$ cat src/rtl/serial_adder_6bit.sv
// Bit-serial ripple-carry adder: one full-adder cell, one bit per clock,
// valid/ready handshakes on the operand and result sides.
module serial_adder_6bit #(
    parameter int WIDTH = 6,
    parameter int CNT_W = 3
) (
    input  logic             clk,
    input  logic             rst,
    input  logic             in_valid,
    output logic             in_ready,
    input  logic [WIDTH-1:0] A,
    input  logic [WIDTH-1:0] B,
    input  logic             Cin,
    output logic             out_valid,
    input  logic             out_ready,
    output logic [WIDTH-1:0] S,
    output logic             Cout,
    output logic             Ovf
);

    typedef enum logic [1:0] {IDLE, RUN, DONE} state_t;

    state_t           state, nstate;
    logic [WIDTH-1:0] a_sh, b_sh, ps;
    logic             c;
    logic             c_msb_in;
    logic [CNT_W-1:0] cnt;
    logic             sbit, cnext, last;

    assign sbit  = a_sh[0] ^ b_sh[0] ^ c;
    assign cnext = (a_sh[0] & b_sh[0]) | (c & (a_sh[0] ^ b_sh[0]));
    assign last  = (cnt == CNT_W'(WIDTH - 1));

    always_ff @(posedge clk or posedge rst) begin
        if (rst) state <= IDLE;
        else     state <= nstate;
    end

    always_comb begin
        nstate = state;
        case (state)
            IDLE:    if (in_valid)  nstate = RUN;
            RUN:     if (last)      nstate = DONE;
            DONE:    if (out_ready) nstate = IDLE;
            default:                nstate = IDLE;
        endcase
    end

    always_comb begin
        in_ready  = (state == IDLE);
        out_valid = (state == DONE);
    end

    always_ff @(posedge clk or posedge rst) begin
        if (rst) begin
            a_sh     <= '0;
            b_sh     <= '0;
            ps       <= '0;
            c        <= 1'b0;
            c_msb_in <= 1'b0;
            cnt      <= '0;
            S        <= '0;
            Cout     <= 1'b0;
            Ovf      <= 1'b0;
        end else begin
            case (state)
                IDLE: if (in_valid) begin
                    a_sh <= A;
                    b_sh <= B;
                    c    <= Cin;
                    ps   <= '0;
                    cnt  <= '0;
                end
                RUN: begin
                    ps   <= {sbit, ps[WIDTH-1:1]};
                    a_sh <= a_sh >> 1;
                    b_sh <= b_sh >> 1;
                    c    <= cnext;
                    cnt  <= cnt + CNT_W'(1);
                    // carry out of bit WIDTH-2 is the carry into the MSB
                    if (cnt == CNT_W'(WIDTH - 2)) c_msb_in <= cnext;
                    if (last) begin
                        S    <= {sbit, ps[WIDTH-1:1]};
                        Cout <= cnext;
                        Ovf  <= c_msb_in ^ cnext;
                    end
                end
                default: ;
            endcase
        end
    end

endmodule

$ cat config.mk
export PLATFORM = sky130hd
export DESIGN_NAME = serial_adder_6bit
export DESIGN_NICKNAME = d
export VERILOG_FILES = /design/src/rtl/serial_adder_6bit.sv
export SDC_FILE = /design/constraint.sdc
export NUM_CORES = 1
export LEC_CHECK = 0
export CORE_MARGIN = 2
export CORE_UTILIZATION = 30
export CTS_BUF_LIST = sky130_fd_sc_hd__clkbuf_16
export CTS_CLUSTER_DIAMETER = 50
export DETAILED_ROUTE_END_ITERATION = 16
export PLACE_DENSITY_LB_ADDON = 0.08
export SLEW_MARGIN = 20
export SYNTH_ARGS = -nofsm -noshare
export SYNTH_HDL_FRONTEND = slang
export SYNTH_SLANG_ARGS = --single-unit
$ cat constraint.sdc
create_clock -name clk -period 1.85 [get_ports clk]
set_input_delay 0.555 -clock clk [delete_from_list [all_inputs] [get_ports clk]]
set_output_delay 0.555 -clock clk [all_outputs]
set_load 0.01 [all_outputs]
==> qor.csv, run 1 <==
metric,value,unit
result of the run,finished clean,
count of input and output buffers,26,
Worst Max-Slew Pin Slew,0.415,ns
Compound-Gate Fraction of Synth Area,0.129,
total design power,3.58,mW
maximum number of pins on one net before global-route repair,33,
type of the worst setup path,register to primary output,
post-route clock skew,0.00411,ns
cell area after synthesis,1590,sq um
vias in the first global route,1050,
xor-xnor portion of the synthesized cell area,0.00550,
"Area growth, synth to finish",30.7,%
non-filler instance count after layout,225,
primary flip-flop cell chosen by synthesis mapping,sky130_fd_sc_hd__dfrtp_1,
syn avg cell area,12.9,sq um
most common cell in the synthesized netlist,sky130_fd_sc_hd__dfrtp_1,
max-slew violation count,0,
relative slew slack,0.723,
post-synthesis cell type count,33,
minimum clock period after layout,1.71,ns
GRT Util Overall,0.117,
Power Density,1720,nW/um^2
width of the chip,76.8,um
number of buffers inserted during clock tree synthesis,5,
area share of and/or/nand/nor cells after synthesis,0.167,
largest driver fanout on the critical path,3,
drt first-iter violations,55,
Total Wirelength,3.13,mm
unrepaired setup endpoints after global routing,false,
DRC violations left,0,
maximum resistive drop on vdd,0.541,mV
share of final-layout standard cells stronger than drive strength 1,0.219,
total of max-cap violations,0,
sequential fraction of the synthesis area,0.503,
post-synthesis cell type with the largest combined area,sky130_fd_sc_hd__dfrtp_1,
leading cell types by total area after synthesis,"sky130_fd_sc_hd__dfrtp_1 50%, sky130_fd_sc_hd__mux2_2 6.4%, sky130_fd_sc_hd__nor4b_1 5.0%",
final period utilization,0.925,
clock slew at reported path FFs,0.05,ns
remaining antenna violation count after routing,0,
count of flip-flops with a built-in enable after synthesis,0,
CP arrival,1.16,ns
"Setup violations, final",0,
area share of the largest cell type after synthesis,0.503,
endpoint kind of the worst setup timing path,primary output,
multiplexer share of the synthesized area,0.0731,
Post-Synthesis Net Count,144,
main combinational cell family by area after synthesis,simple AND/OR/NAND/NOR gates,
antenna cell count,0,
Hold Fails Final Rpt,0,
share of synthesized flip-flops with an asynchronous set or reset,1.00,
startpoint kind of the worst setup timing path,register,
nets@finish,175,
hold-fix buffer count after cts,0,
timing-limited maximum frequency,585,MHz
Top-Level Pins,27,
clock latency at the later pin of the worst-skew pair,0.27,ns
Die Y,76.8,um
weighted congestion reported at the end of routability-driven placement,0.711,
residual overflow from global routing,0,
Post-Synthesis Cells,123,
Root Buffer,sky130_fd_sc_hd__clkbuf_16,
total number of H-tree levels,2,
post-placement cell count,217,
HPWL after detailed placement,2.12,mm
required time at the endpoint of the critical path,1.29,ns
Via density,4.66,
WL per Instance,13.9,um
most frequent cells after synthesis,"32 x sky130_fd_sc_hd__dfrtp_1, 15 x sky130_fd_sc_hd__inv_1, 10 x sky130_fd_sc_hd__nor3b_1, 9 x sky130_fd_sc_hd__mux2_2, 9 x sky130_fd_sc_hd__nor4b_1",
Max clock buf depth,2,
core area,5110,sq um
#FFs+latches synth,32,
area enclosed by the die boundary,5900,sq um
total via count after detailed routing,1048,
CTS tree,built,
CTS sink count,32,
number of detailed-route iterations in the first pass,4,
starting utilization of the core area,0.312,
row count,26,
global-route wire length before repair,5.38,mm
filler instances,498,
Synth warnings,0,
static leakage,0.943,nW
number of antenna violations at the first check in global routing,0,
post-synthesis adder-cell area fraction,0.0362,
classification of the worst-slack hold path,register to register,
buffers inserted by post-CTS timing repair,0,
sequential cells by signal, indices dropped and copies added (netlist names):
| name | count |
|---|---|
| b_sh | 6 |
| ps | 5 |
| a_sh | 6 |
| Ovf | 1 |
| state | 2 |
| S | 6 |
| cnt | 3 |
| c_msb_in | 1 |
| c | 1 |
| Cout | 1 |
final timing paths:
check | start | to | slack, ns | depth (start not counted)
worst max-delay path | state[0] | out_valid | 0.14 | 3
worst min-delay path | b_sh[5] | b_sh[5] | 0.49 | 1
worst max register to register | c | Ovf | 0.38 | 3
worst min register to register | b_sh[5] | b_sh[5] | 0.49 | 1
max in group asynchronous | rst | a_sh[4] | 0.88 | 3
min in group asynchronous | rst | S[4] | 0.67 | 3
power breakdown:
group          switching [mW]  internal, mW  total (mW)
sequential              0.215          1.03        1.25
combinational           0.640         0.783        1.42
clock                   0.280         0.626       0.906
placed cells by master, fill, tap and decap left out, types with 2 or more instances in the layout:
cell / synthesis / layout
sky130_fd_sc_hd__dfrtp_1: 32 / 32
sky130_fd_sc_hd__clkdlybuf4s50_1: 0 / 24
sky130_fd_sc_hd__inv_1: 15 / 16
sky130_fd_sc_hd__nor3b_1: 10 / 10
sky130_fd_sc_hd__nor4b_1: 9 / 9
sky130_fd_sc_hd__mux2_2: 9 / 9
sky130_fd_sc_hd__a211oi_1: 8 / 8
sky130_fd_sc_hd__buf_4: 1 / 7
sky130_fd_sc_hd__a22o_1: 6 / 6
sky130_fd_sc_hd__clkbuf_16: 0 / 5
sky130_fd_sc_hd__ha_1: 3 / 3
sky130_fd_sc_hd__a211oi_2: 2 / 2
sky130_fd_sc_hd__a32o_1: 2 / 2
sky130_fd_sc_hd__dlygate4sd2_1: 0 / 2
through the flow:
| step | util | hold WS [ns] | cell area [sq um] | setup slack (ns) | setup TNS (ns) |
|---|---|---|---|---|---|
| 3_5_place_dp | 0.374 | 0.490 | 1910 | -0.0211 | -0.0219 |
| 4_1_cts | 0.407 | 0.502 | 2080 | 0.123 | 0 |
| 3_3_place_gp | 0.374 | 0.484 | 1910 | 0.00281 | 0 |
| 5_1_grt | 0.407 | 0.512 | 2080 | 0.0760 | 0 |
| 6_report | 0.407 | 0.495 | 2080 | 0.139 | 0 |
| 2_1_floorplan | - | 0.462 | 1590 | 0.447 | 0 |
worst max-delay path, cell delays in order (launching register included):
cell and delay (ns):
sky130_fd_sc_hd__dfrtp_1 0.41, sky130_fd_sc_hd__nand2b_1 0.16, sky130_fd_sc_hd__inv_1 0.05, sky130_fd_sc_hd__dlygate4sd2_1 0.26
area by class of cell:
type	instances	area, sq um	area share
clock buffers	5	125	0.0601
well taps	70	87.6	0.0421
inverters	15	56.3	0.0271
clock inverters	3	38.8	0.0186
repair buffers	33	310	0.149
multi-input cells	67	662	0.318
flip-flops and latches	32	801	0.385
routing by layer:
layer	vias to the layer above	share of wire	global-route usage
met5	-	0	0
met4	0	0.017	0.0491
met3	6	0.041	0.0400
met2	23	0.46	0.177
met1	510	0.48	0.152
li1	509	-	-
logic make-up after synthesis:
logic type / after synthesis
AOI/OAI and AO/OA: 23
xor gates and xnor gates: 1
adders and majority gates: 4
buffers and inverters: 24
and+or+nand+nor: 29
DFF: 32
muxes: 10
repair_timing:
action / 4_1_cts / 5_1_grt
gates resized for setup: 4 / 0
hold endpoints to repair: 0 / 0
setup endpoints to repair: 2 / 0
Power figures use the tool's default switching activity.
==> run 2, diff against run 1 <==
--- a/config.mk
+++ b/config.mk
@@ -10,6 +10,7 @@
 export CTS_BUF_LIST = sky130_fd_sc_hd__clkbuf_16
 export CTS_CLUSTER_DIAMETER = 50
 export DETAILED_ROUTE_END_ITERATION = 16
+export HOLD_SLACK_MARGIN = 0.03
 export PLACE_DENSITY_LB_ADDON = 0.08
 export SLEW_MARGIN = 20
 export SYNTH_ARGS = -nofsm -noshare
==> results of run 2 <==
The final DEF is identical to that of run 1; final timing and power are the same.
==> run 3, diff against run 2 <==
--- a/config.mk
+++ b/config.mk
@@ -10,6 +10,7 @@
 export CTS_BUF_LIST = sky130_fd_sc_hd__clkbuf_16
 export CTS_CLUSTER_DIAMETER = 50
 export DETAILED_ROUTE_END_ITERATION = 16
+export GPL_ROUTABILITY_DRIVEN = 0
 export HOLD_SLACK_MARGIN = 0.03
 export PLACE_DENSITY_LB_ADDON = 0.08
 export SLEW_MARGIN = 20
==> results of run 3 <==
The final DEF is identical to that of run 1; final timing and power are the same.
